--- src/rtl/mvm_pkg.sv ---
// Shared types and sizing helpers for the MVM input sequencer.
// Imported by the stream controller and its beat packer.
package mvm_pkg;

  typedef enum logic [1:0] {
    LOAD_W = 2'd0,
    STREAM = 2'd1,
    DRAIN  = 2'd2
  } state_e;

  function automatic int row_beats(
    input int elems,
    input int elem_w,
    input int bus_w
  );
    return (elems * elem_w) / bus_w;
  endfunction

  function automatic int cnt_w(input int n);
    return (n <= 1) ? 1 : $clog2(n);
  endfunction

endpackage

--- src/rtl/beat_packer.sv ---
// Packs consecutive bus beats into one wide row, first beat lowest.
// word_o already contains the beat being accepted this cycle.
module beat_packer
  import mvm_pkg::*;
#(
  parameter int BEATS     = 4,
  parameter int BUS_WIDTH = 32
) (
  input  logic                       clk,
  input  logic                       rstn,
  input  logic                       acc_i,
  input  logic                       clr_i,
  input  logic [BUS_WIDTH-1:0]       din_i,
  output logic [BEATS*BUS_WIDTH-1:0] word_o,
  output logic                       last_o
);

  localparam int CW = cnt_w(BEATS);

  logic [CW-1:0]              cnt_q, cnt_d;
  logic [BEATS*BUS_WIDTH-1:0] pk_q, pk_d;

  assign last_o = (cnt_q == CW'(BEATS - 1));
  assign word_o = pk_d;

  always_comb begin
    cnt_d = cnt_q;
    pk_d  = pk_q;
    if (clr_i) begin
      cnt_d = '0;
    end else if (acc_i) begin
      pk_d[cnt_q*BUS_WIDTH +: BUS_WIDTH] = din_i;
      cnt_d = last_o ? '0 : cnt_q + 1'b1;
    end
  end

  always_ff @(posedge clk or negedge rstn) begin
    if (!rstn) begin
      cnt_q <= '0;
      pk_q  <= '0;
    end else begin
      cnt_q <= cnt_d;
      pk_q  <= pk_d;
    end
  end

endmodule

--- src/rtl/mvm_stream_ctrl.sv ---
// Input sequencer for the MVM array: weight load, then credit-limited
// data-row streaming, with a drain phase before any weight reload.
module mvm_stream_ctrl
  import mvm_pkg::*;
#(
  parameter int KERNEL_SIZE  = 16,
  parameter int DATA_WIDTH   = 8,
  parameter int WEIGHT_WIDTH = 8,
  parameter int BUS_WIDTH    = 32,
  parameter int MAX_INFLIGHT = 4
) (
  input  logic                                 clk,
  input  logic                                 rstn,
  input  logic [BUS_WIDTH-1:0]                 s_axis_tdata,
  input  logic                                 s_axis_tvalid,
  output logic                                 s_axis_tready,
  input  logic                                 cfg_reload,
  output logic                                 wt_we,
  output logic [$clog2(KERNEL_SIZE)-1:0]       wt_addr,
  output logic [KERNEL_SIZE*WEIGHT_WIDTH-1:0]  wt_data,
  output logic                                 row_valid,
  input  logic                                 row_ready,
  output logic [KERNEL_SIZE*DATA_WIDTH-1:0]    row_data,
  input  logic                                 res_fire,
  output logic                                 weights_loaded,
  output logic [$clog2(MAX_INFLIGHT+1)-1:0]    inflight,
  output logic                                 err_underflow
);

  localparam int WBEATS = row_beats(KERNEL_SIZE, WEIGHT_WIDTH, BUS_WIDTH);
  localparam int DBEATS = row_beats(KERNEL_SIZE, DATA_WIDTH, BUS_WIDTH);
  localparam int AW     = $clog2(KERNEL_SIZE);
  localparam int IW     = $clog2(MAX_INFLIGHT + 1);
  localparam int WROW   = KERNEL_SIZE * WEIGHT_WIDTH;
  localparam int DROW   = KERNEL_SIZE * DATA_WIDTH;

  state_e          state_q, state_d;
  logic            run_q;
  logic [AW-1:0]   wrow_q, wrow_d;
  logic            wt_we_q, wt_we_d;
  logic [AW-1:0]   wt_addr_q, wt_addr_d;
  logic [WROW-1:0] wt_data_q, wt_data_d;
  logic            row_valid_q, row_valid_d;
  logic [DROW-1:0] row_data_q, row_data_d;
  logic            loaded_q, loaded_d;
  logic [IW-1:0]   infl_q, infl_d;
  logic            err_q, err_d;

  logic            rdy;
  logic            acc;
  logic            w_acc, w_clr, w_last;
  logic            d_acc, d_clr, d_last;
  logic            issue;
  logic [WROW-1:0] w_word;
  logic [DROW-1:0] d_word;

  // run_q keeps tready low while and right after reset is applied
  always_comb begin
    rdy = 1'b0;
    unique case (state_q)
      LOAD_W:  rdy = 1'b1;
      STREAM:  rdy = !row_valid_q && (infl_q < IW'(MAX_INFLIGHT));
      default: rdy = 1'b0;
    endcase
    if (cfg_reload || !run_q) rdy = 1'b0;
  end

  assign acc   = s_axis_tvalid && rdy;
  assign w_acc = acc && (state_q == LOAD_W);
  assign d_acc = acc && (state_q == STREAM);
  assign w_clr = cfg_reload && (state_q == LOAD_W);
  assign d_clr = cfg_reload && (state_q == STREAM);
  assign issue = row_valid_q && row_ready;

  beat_packer #(
    .BEATS     (WBEATS),
    .BUS_WIDTH (BUS_WIDTH)
  ) u_wpack (
    .clk    (clk),
    .rstn   (rstn),
    .acc_i  (w_acc),
    .clr_i  (w_clr),
    .din_i  (s_axis_tdata),
    .word_o (w_word),
    .last_o (w_last)
  );

  beat_packer #(
    .BEATS     (DBEATS),
    .BUS_WIDTH (BUS_WIDTH)
  ) u_dpack (
    .clk    (clk),
    .rstn   (rstn),
    .acc_i  (d_acc),
    .clr_i  (d_clr),
    .din_i  (s_axis_tdata),
    .word_o (d_word),
    .last_o (d_last)
  );

  always_comb begin
    state_d     = state_q;
    wrow_d      = wrow_q;
    wt_we_d     = 1'b0;
    wt_addr_d   = wt_addr_q;
    wt_data_d   = wt_data_q;
    row_valid_d = row_valid_q;
    row_data_d  = row_data_q;
    loaded_d    = loaded_q;
    infl_d      = infl_q;
    err_d       = err_q;

    if (issue) row_valid_d = 1'b0;

    unique case (state_q)
      LOAD_W: begin
        if (cfg_reload) begin
          wrow_d = '0;
        end else if (w_acc && w_last) begin
          wt_we_d   = 1'b1;
          wt_addr_d = wrow_q;
          wt_data_d = w_word;
          wrow_d    = wrow_q + 1'b1;
          if (wrow_q == AW'(KERNEL_SIZE - 1)) begin
            state_d  = STREAM;
            loaded_d = 1'b1;
          end
        end
      end
      STREAM: begin
        if (cfg_reload) begin
          state_d = DRAIN;
        end else if (d_acc && d_last) begin
          row_valid_d = 1'b1;
          row_data_d  = d_word;
        end
      end
      DRAIN: begin
        if (!row_valid_q && (infl_q == '0)) begin
          state_d  = LOAD_W;
          loaded_d = 1'b0;
          wrow_d   = '0;
        end
      end
      default: state_d = LOAD_W;
    endcase

    // simultaneous issue and retire cancel out
    unique case (1'b1)
      issue && !res_fire:
        infl_d = infl_q + 1'b1;
      res_fire && !issue && (infl_q != '0):
        infl_d = infl_q - 1'b1;
      res_fire && !issue && (infl_q == '0):
        err_d = 1'b1;
      default: ;
    endcase
  end

  always_ff @(posedge clk or negedge rstn) begin
    if (!rstn) begin
      state_q     <= LOAD_W;
      run_q       <= 1'b0;
      wrow_q      <= '0;
      wt_we_q     <= 1'b0;
      wt_addr_q   <= '0;
      wt_data_q   <= '0;
      row_valid_q <= 1'b0;
      row_data_q  <= '0;
      loaded_q    <= 1'b0;
      infl_q      <= '0;
      err_q       <= 1'b0;
    end else begin
      state_q     <= state_d;
      run_q       <= 1'b1;
      wrow_q      <= wrow_d;
      wt_we_q     <= wt_we_d;
      wt_addr_q   <= wt_addr_d;
      wt_data_q   <= wt_data_d;
      row_valid_q <= row_valid_d;
      row_data_q  <= row_data_d;
      loaded_q    <= loaded_d;
      infl_q      <= infl_d;
      err_q       <= err_d;
    end
  end

  assign s_axis_tready  = rdy;
  assign wt_we          = wt_we_q;
  assign wt_addr        = wt_addr_q;
  assign wt_data        = wt_data_q;
  assign row_valid      = row_valid_q;
  assign row_data       = row_data_q;
  assign weights_loaded = loaded_q;
  assign inflight       = infl_q;
  assign err_underflow  = err_q;

endmodule

--- config.mk ---
export PLATFORM = sky130hd
export DESIGN_NAME = mvm_stream_ctrl
export DESIGN_NICKNAME = d
export VERILOG_FILES = /design/src/rtl/mvm_pkg.sv /design/src/rtl/beat_packer.sv /design/src/rtl/mvm_stream_ctrl.sv
export SDC_FILE = /design/constraint.sdc
export NUM_CORES = 1
export LEC_CHECK = 0
export CAP_MARGIN = 20
export CORE_ASPECT_RATIO = 2
export CORE_MARGIN = 8
export CORE_UTILIZATION = 59
export CTS_CLUSTER_DIAMETER = 40
export DETAILED_ROUTE_END_ITERATION = 6
export PLACE_DENSITY = 0.84
export SLEW_MARGIN = 20
export SYNTH_ARGS = -nofsm -noshare
export SYNTH_HDL_FRONTEND = slang
export SYNTH_SLANG_ARGS = --single-unit
--- constraint.sdc ---
create_clock -name clk -period 3.25 [get_ports clk]
set_input_delay 0.4875 -clock clk [delete_from_list [all_inputs] [get_ports clk]]
set_output_delay 0.4875 -clock clk [all_outputs]
set_load 0.03 [all_outputs]
==> results of run 1 <==
-- path summary, 6_finish.rpt --
| path | slack (ps) | endpoint | cells after the start |
|---|---|---|---|
| hold reg to reg | 460 | err_underflow$_DFFE_PN0P_ | 1 |
| max in group asynchronous | 1680 | wt_data[121]$_DFFE_PN0P_ | 4 |
| setup reg to reg | 560 | row_data[50]$_DFFE_PN0P_ | 7 |
| hold / removal | 460 | err_underflow$_DFFE_PN0P_ | 1 |
| setup / recovery | 510 | s_axis_tready | 3 |
| min in group asynchronous | 470 | u_dpack.pk_q[92]$_DFF_PN0_ | 2 |
-- worst reg2reg max path, stage by stage (launching register included) --
cell,delay (ps)
dfrtp_1,560
inv_1,140
ha_1,430
and3b_2,630
buf_4,310
nand2_1,80
mux2i_1,260
mux2_2,200
-- cells by family after synthesis --
family	Yosys count	share of synthesized area [%]
fa+ha+maj	14	0.810
other cells	1	0.0166
simple gates	426	7.60
flops	534	59.2
compound gates	161	3.85
buf+inv	528	9.63
mux	392	18.8
xor+xnor	1	0.0388
-- report_power, final --
part | internal [W] | switching [W]
combinational | 0.000985 | 0.00134
sequential | 0.00731 | 0.000296
clock | 0.00316 | 0.00246
-- placed cells by master, fill, tap and decap left out, drive strengths merged, types with 2 or more instances in the layout --
cell type	netlist	layout
nor3b	6	6
clkbuf	60	65
ha	13	13
and3	2	2
nand2b	3	3
nand3	6	6
o21a	2	2
buf	74	49
clkdlybuf4s50	0	304
nand2	261	261
nor2	132	132
mux2	261	261
nor3	2	2
a22o	3	3
o21ai	8	8
inv	394	396
mux2i	131	131
a41oi	3	3
bufinv	0	2
and4	5	5
and3b	3	3
clkinv	0	12
clkinvlp	0	3
a21oi	134	134
dfrtp	534	534
-- flip-flops by register name (all words and copies together), names as in the netlist --
name,count
wt_we,1
u_dpack.cnt_q,2
wrow_q,4
row_data,128
err_underflow,1
wt_addr,4
u_dpack.pk_q,128
row_valid,1
u_wpack.cnt_q,2
wt_data,128
run_q,1
state_q,2
inflight,3
u_wpack.pk_q,128
weights_loaded,1
-- final cells by class --
class | instances | share of cell area (%)
Clock buffer | 65 | 5.00
Clock inverter | 19 | 0.641
Inverter | 394 | 5.34
Multi-Input combinational cell | 995 | 25.6
Sequential cell | 534 | 48.2
Tap cell | 463 | 2.09
Timing Repair Buffer | 354 | 13.1
-- stage by stage --
step	util, %	instance area, um2	total power (W)	std cells	hold WS [ps]
2_1_floorplan	-	22600	0.00912	2057	192
3_3_place_gp	69.0	26100	0.00988	2739	442
3_5_place_dp	69.0	26100	0.0100	2739	448
4_1_cts	73.1	27700	0.0157	2824	463
5_1_grt	73.1	27700	0.0162	2824	489
6_report	73.1	27700	0.0155	2824	460
-- per-layer routing --
| layer | track usage (%) | up-vias |
|---|---|---|
| met5 | 0 | - |
| met4 | 17.7 | 0 |
| met3 | 4.04 | 198 |
| met2 | 47.9 | 509 |
| met1 | 29.1 | 7788 |
| li1 | - | 6894 |
-- timing repair --
| action | CTS | global route |
|---|---|---|
| setup endpoints to repair | 0 | 0 |
| endpoints found under the hold margin | 51 | 0 |
| resized for setup | 0 | 0 |
| hold buffers | 1 | 0 |
==> metrics, run 1 <==
status=completed; Iter 0 DRT Violations=856; routed wire length on met2=between 30,000 and 40,000 um; predominant post-synthesis flop cell=dfrtp_1; io pins=306; Area contributors post-synth=dfrtp_1 59%, mux2_2 13%, inv_1 6.6%; critical-path cell list=o21ai_0 > and3_1 > clkdlybuf4s50_1; standard-cell row count=around 100; Worst R2R Start=u_dpack.cnt_q[0]$_DFFE_PN0P_; Slowest cell on crit path=clkdlybuf4s50_1; Worst Path Max Fanout=10; worst setup path start=row_valid$_DFF_PN0_; final setup TNS=0 ps; Syn Std Cell Area=between 0.02 and 0.025 mm2; CP Capture Type=output port; CP top delay family=buffers and inverters; CTS tree=yes; Die X=about 150 um; DR DRC count=0; worst slew pin tran=750 ps; M1 wire length=approximately 22,000 um; total grt overflow=0; RSZ-0062 raised after global routing=no; Layout area overhead=22.8%; Tot GR Track Use=26.9%; Worst Path Buf+Inv=1; Peak supply drop=between 0.0004 and 0.0005 V; Crit Path Class=flip-flop to output port; Post-DRT Antenna Nets=0; Clock Path Buffers=3; slowest stage delay, CP=slightly below 700 ps; Max Slew Vio Count=0; share of the synthesized area in the top cell type=just under 60%; initial core utilization=about three fifths; layout cells sized above 1=around 17%; vias in the first global route=~17,000; core area=roughly 0.038 mm2; Hold/Removal Path Class=flip-flop to flip-flop; top routing layer used=met4; data arrival time of the critical path=around 2300 ps; Die ar.=roughly 0.045 mm2; Worst Setup Slack post-DPL=slightly above 400 ps; ys async rst share=between 90% and 100%; met3 wire len=approximately 2900 um; global-route wire length before repair=~94,000 um; relative slew slack=between 50% and 60%; drt pass-1 iters=5; clock sinks=534; WP data required=between 2000 and 3000 ps; number of CTS-inserted buffers=46; post-DR vias/cell=5.45; Multi-input gate area=a little over 0.007 mm2; Post-Synthesis Cells=just over 2,000; HP Start=err_underflow$_DFFE_PN0P_; DPL Wire Length=between 40,000 and 50,000 um; Final Hold Viols=0; final wirelength=approximately 60,000 um; Avg Synthesized Cell Area=about 11 um2; htree depth=2; initial antenna violation count=0; Antenna diodes=0; # port buffers=between 300 and 400; Max Fclk=around 0.37 GHz; Synth warnings=0; Post-CTS Setup Bufs=0; maximum number of pins on one net before global-route repair=between 90 and 100; crit start category=flip-flop; GPL Wtd Cong=approximately 0.83; synth cell count leaders=534 x dfrtp_1, 394 x inv_1, 260 x mux2_2, 260 x nand2_1, 134 x a21oi_1; final setup vio count=0; fin nets=approximately 2,400; later-pin clock latency in the skew report=around 550 ps; post-synth net total=between 2,000 and 2,500; fin crit share=a little over four fifths; Sequential Area=about 0.013 mm2; min cycle time layout=~2700 ps; static leakage power=roughly 14 nW; Post-synth EDFFs=0; Routed WL per cell=~21 um; chip height=293 um; Fillers=roughly 2,600; Pwr per Cell Area=between 500 and 600 mW/mm2; share of the yosys chip area belonging to registers=approximately three fifths; root buffer selected by CTS=clkbuf_16; Reg clk slew, reported paths=around 60 ps; #FFs+latches synth=between 500 and 600; Max-cap violations=0; top cell type by total area after synthesis=dfrtp_1; final setup margin=approximately 510 ps; post-synth cell types=approximately 50; Vias=around 15,000; Max Clock Skew=about 8.7 ps; most frequent cell after synthesis=dfrtp_1
(Power assumes the default switching activity.)
==> inputs of run 2 (changes only) <==
- CORE_UTILIZATION: 59 -> 55
- PLACE_DENSITY: 0.84 -> 0.79
- clock period: 3.25 -> 2.7 ns (I/O delays scaled with it)
==> run 2 against run 1 <==
Clock skew is essentially flat. Worst hold slack lost 19 ps. Cell count grew 2.8%. Register-to-register slack lost 210 ps. Critical path type is now flip-flop to flip-flop. Critical endpoint is now row_data[0]$_DFFE_PN0P_. Largest cell class unchanged.
==> metrics, run 2 (synthesis results as in run 1) <==
status=completed; layout cells sized above 1=17.4% (+0.16 points); clock sinks=534 (unchanged); total power=0.0186 W (+19%); initial antenna violation count=0 (unchanged); Worst Path Max Fanout=24 (+14); fin nets=2,386 (+0.38%); maximum number of pins on one net before global-route repair=79 (-19%); Multi-input gate area=0.00710 mm2 (about the same); Die X=159 um (+3.2%); CTS tree=yes; Tot GR Track Use=23.1% (-3.8 points); vias in the first global route=15,900 (-5.9%); Clock Path Buffers=3 (unchanged); R2R Setup Slk=350 ps (-210 ps); standard-cell row count=105 (+4.0%); crit start category=flip-flop; Reg clk slew, reported paths=60 ps (about the same); worst reg2reg path depth=7 (unchanged); CP Capture Type=flip-flop; R2R Path End=row_data[0]$_DFFE_PN0P_; Worst Setup Slack post-DPL=159 ps (-251 ps); # port buffers=305 (unchanged); final setup vio count=0 (unchanged); Post-CTS Resized=0 (unchanged); Post-DRT Antenna Nets=0 (unchanged); final wirelength=55,100 um (-8.2%); dpl cell area=0.0264 mm2 (+1.1%); Die ar.=0.0482 mm2 (+6.7%); number of CTS-inserted buffers=47 (+2.2%); total grt overflow=0 (unchanged); final setup TNS=0 ps (unchanged); slowest stage delay, CP=530 ps (-150 ps); commonest cells after routing, fill and taps aside=534 x dfrtp_1, 394 x inv_1, 303 x clkdlybuf4s50_1, 260 x nand2_1, 260 x mux2_2; Max-cap violations=0 (unchanged); Slowest cell on crit path=dfrtp_1; Antenna diodes=0 (unchanged); Worst R2R Start=u_dpack.cnt_q[0]$_DFFE_PN0P_; chip height=302 um (+3.4%); relative slew slack=52.1% (+2.1 points); htree depth=2 (unchanged); Fillers=3,011 (+17%); Sequential Area=0.0134 mm2 (unchanged); Final Hold Viols=0 (unchanged); leading cell type in the layout, fill and taps excluded=dfrtp_1; Routed WL per cell=19.0 um (-11%); static leakage power=13.8 nW (+0.50%); top routing layer used=met4; Max Fclk=~0.43 GHz; Post-CTS Setup Bufs=0 (unchanged); Hold/Removal Path Class=input port to asynchronous set/reset pin; WHS=441 ps (-19.5 ps); Peak supply drop=0.000630 V (+32%); fin crit share=around 87%; met3 wire len=4050 um (+40%); RSZ-0062 raised after global routing=no; routed wire length on met2=26,400 um (-16%); Max Slew Vio Count=0 (unchanged); Pwr per Cell Area=665 mW/mm2 (+18%); global-route wire length before repair=89,000 um (-5.4%); min cycle time layout=2350 ps; final setup margin=354 ps (-160 ps); post-DR vias/cell=5.17 (-5.1%); Hold-fix buffers, CTS=1 (unchanged); root buffer selected by CTS=clkbuf_16; initial core utilization=55.4% (-4.1 points); io pins=306 (unchanged); M1 wire length=23,500 um (+8.3%); GPL Wtd Cong=0.804 (-3.1%); fin area=0.0280 mm2 (+0.88%); Max Clock Skew=8.76 ps (+0.0195 ps); data arrival time of the critical path=2830 ps (+580 ps); critical-path cell list=inv_1 > ha_1 > nor3b_2 > buf_4 > nand2_1 > mux2i_1 > mux2_2; drt pass-1 iters=5 (unchanged); later-pin clock latency in the skew report=550 ps (about the same); Crit Path Class=flip-flop to flip-flop; Layout area overhead=23.9%; Iter 0 DRT Violations=718 (-16%); DR DRC count=0 (unchanged); Vias=15,000 (-2.4%); core area=0.0407 mm2 (+7.4%); DPL Wire Length=37,500 um (-9.2%); WP data required=3190 ps (+430 ps); worst slew pin tran=716 ps (-33.5 ps)
run 2: cell count changes in the layout (fill, tap and decap cells not counted), moves of 2 or more:
cell	previous run	this run
clkbuf_16	49	47
clkbuf_8	10	6
buf_12	16	27
bufinv_16	2	4
buf_4	32	30
clkbuf_1	6	8
run 2: layout make-up:
class	instances	area share (%)
clock buffer	61	4.61
clock inverter	22	0.841
inverter	394	5.29
multi-input combinational	995	25.4
sequential	534	47.8
tap	535	2.39
timing repair buffer	362	13.7
run 2: metal layers:
metal / GRT usage, % / up-vias
met2: 38.3 / 452
met3: 5.35 / 75
li1: - / 6918
met5: 0 / -
met4: 6.16 / 0
met1: 30.2 / 7574
run 2: how the worst max path moves through the flow:
stage	from	endpoint	cells past startpoint
5_1_grt	u_dpack.cnt_q[0]$_DFFE_PN0P_	row_data[15]$_DFFE_PN0P_	7
6_report	u_dpack.cnt_q[0]$_DFFE_PN0P_	row_data[0]$_DFFE_PN0P_	7
4_1_cts	u_dpack.cnt_q[0]$_DFFE_PN0P_	row_data[0]$_DFFE_PN0P_	7
3_5_place_dp	res_fire	inflight[2]$_DFFE_PN0P_	8
2_1_floorplan	row_valid$_DFF_PN0_	inflight[2]$_DFFE_PN0P_	8
3_3_place_gp	res_fire	inflight[2]$_DFFE_PN0P_	8
run 2: stage by stage:
stage | std cells | util, %
floorplan | 2057 | -
global placement | 2819 | 64.9
detailed placement | 2819 | 64.9
CTS | 2903 | 68.7
global route | 2903 | 68.7
finish | 2903 | 68.7
run 2: power by group:
| part | switching, W | internal, W |
|---|---|---|
| combinational | 0.00154 | 0.00120 |
| clock | 0.00294 | 0.00377 |
| sequential | 0.000332 | 0.00880 |
| total | 0.00481 | 0.0138 |
run 2: critical path: cells and delay by family (launching register included):
kind / cells / cell delay (ps)
flops: 1 / 530
buf+inv: 2 / 520
mux: 2 / 490
fa+ha+maj: 1 / 400
simple gates: 2 / 350
==> inputs of run 3 (changes only) <==
- CORE_UTILIZATION: 55 -> 50
- PLACE_DENSITY: 0.79 -> 0.73
==> run 3 against run 2 <==
Sequential power barely moved. Worst setup slack improved by 62 ps. Clock power rose by 9.8%. Register-to-register slack improved by 96 ps. Combinational power barely moved. Worst hold slack got worse by 32 ps. Fmax rose by 2.7%. Sequential share of layout area fell by 0.43 points. Critical path depth fell by 6.
==> metrics, run 3 (synthesis results as in run 1) <==
initial antenna violation count=1 (+1); RSZ-0062 raised after global routing=no; data arrival time of the critical path=1880 ps (-950 ps); htree depth=2 (unchanged); Final Hold Viols=0 (unchanged); Crit Path Class=flip-flop to output port; Multi-input gate area=0.00710 mm2 (unchanged); Post-DRT Antenna Nets=0 (unchanged); Peak supply drop=0.000583 V (-7.4%); fin util=63.1% (-5.6 points); Die ar.=0.0526 mm2 (+9.2%); Reg clk slew, reported paths=60 ps (about the same); static leakage power=13.9 nW (+0.80%); Max Slew Vio Count=0 (unchanged); final setup vio count=0 (unchanged); commonest cells after routing, fill and taps aside=534 x dfrtp_1, 394 x inv_1, 303 x clkdlybuf4s50_1, 260 x nand2_1, 260 x mux2_2; leading cell type in the layout, fill and taps excluded=dfrtp_1; final non-filler cell total=2,931 (+0.96%); Die X=166 um (+4.4%); CP top delay family=buffers and inverters; Routed WL per cell=18.9 um (-0.62%); io pins=306 (unchanged); Tot GR Track Use=21.2% (-1.9 points); Pwr per Cell Area=682 mW/mm2 (+2.6%); initial core utilization=50.4% (-5.0 points); GPL Wtd Cong=0.810 (+0.72%); Fillers=3,594 (+19%); Clock Path Buffers=3 (unchanged); # port buffers=305 (unchanged); chip height=316 um (+4.6%); total power=0.0192 W (+3.6%); Slowest cell on crit path=clkdlybuf4s50_1; WP data required=2300 ps (-890 ps); CTS tree=yes; standard-cell row count=110 (+4.8%); Antenna diodes=0 (unchanged); fin nets=2,386 (unchanged); Sequential Area=0.0134 mm2 (unchanged); total grt overflow=0 (unchanged); maximum number of pins on one net before global-route repair=79 (unchanged); worst slew pin tran=640 ps (-76.6 ps); relative slew slack=57.2% (+5.1 points); final setup TNS=0 ps (unchanged); final wirelength=55,300 um (+0.34%); global-route wire length before repair=88,900 um (about the same); root buffer selected by CTS=clkbuf_16; Worst Path Max Fanout=10 (-58%); Layout area overhead=25.0%; critical-path cell list=clkdlybuf4s50_1; CP Capture Type=output port; DR DRC count=0 (unchanged); post-DR vias/cell=5.06 (-2.1%); vias in the first global route=15,600 (-1.9%); later-pin clock latency in the skew report=570 ps (+20 ps); Max Clock Skew=22.1 ps (+13.3 ps); status=completed; layout cells sized above 1=17.6% (+0.19 points); Vias=14,800 (-1.2%); crit start category=flip-flop; DPL Wire Length=37,500 um (about the same); Worst Path Buf+Inv=1 (-1); Iter 0 DRT Violations=926 (+29%); slowest stage delay, CP=760 ps (+230 ps); drt pass-1 iters=7 (+2); core area=0.0447 mm2 (+9.8%); fin crit share=84.6% (-2.3 points); Max-cap violations=0 (unchanged); number of CTS-inserted buffers=50 (+6.4%); min cycle time layout=2280 ps (-61.7 ps); Max Fclk=0.438 GHz (+2.7%); clock sinks=534 (unchanged); Hold/Removal Path Class=input port to asynchronous set/reset pin; placed cell count=2,841 (+0.78%)
[run 3: worst paths after layout]
path | from | endpoint | slack, ps | cells past startpoint
worst max-delay path | row_valid$_DFF_PN0_ | row_valid | 420 | 1
worst min-delay path | rstn | u_dpack.pk_q[69]$_DFF_PN0_ | 410 | 2
worst max register to register | u_dpack.cnt_q[0]$_DFFE_PN0P_ | row_data[112]$_DFFE_PN0P_ | 450 | 7
worst min register to register | err_underflow$_DFFE_PN0P_ | err_underflow$_DFFE_PN0P_ | 460 | 1
max in group asynchronous | rstn | u_wpack.pk_q[23]$_DFF_PN0_ | 1410 | 3
min in group clk | err_underflow$_DFFE_PN0P_ | err_underflow$_DFFE_PN0P_ | 460 | 1
[run 3: through the flow]
stage	setup slack [ps]	area [um2]	hold slack (ps)
after global routing	281	28200	440
after CTS	381	28200	397
final	416	28200	408
after global placement	196	26500	412
after detailed placement	169	26500	409
after floorplan	417	22600	109
[run 3: power breakdown]
part | switching (W) | internal [W] | total [W] | leakage (nW)
logic | 0.00154 | 0.00120 | 0.00274 | 6.75
clock network | 0.00308 | 0.00429 | 0.00737 | 0.859
registers | 0.000338 | 0.00880 | 0.00914 | 6.33
[run 3: cell type report]
| cell class | count | area share [%] |
|---|---|---|
| Sequential cell | 534 | 47.4 |
| Multi-Input combinational cell | 995 | 25.2 |
| Timing Repair Buffer | 359 | 13.6 |
| Clock buffer | 70 | 5.32 |
| Inverter | 394 | 5.24 |
| Tap cell | 560 | 2.48 |
| Clock inverter | 19 | 0.860 |
[run 3: what timing repair did]
action	CTS	global route
setup buffers	0	0
endpoints found under the setup margin	0	0
hold buffers	1	0
endpoints found under the hold margin	51	0
gates resized for setup	0	0
[run 3: worst reg2reg max path: stages (launching register included)]
cell and delay, ps:
dfrtp_1 540, inv_1 140, ha_1 400, nor3b_2 170
buf_4 400, nand2_1 150, mux2i_1 220, mux2_2 190
[run 3: layer usage]
layer | part of all wire, % | GRT usage (%) | wire, um
met1 | 45 | 28.5 | 25100
met2 | 46 | 34.0 | 25500
met3 | 6.9 | 5.67 | 3810
met4 | 1.7 | 5.00 | 954
met5 | 0.023 | 0 | 13
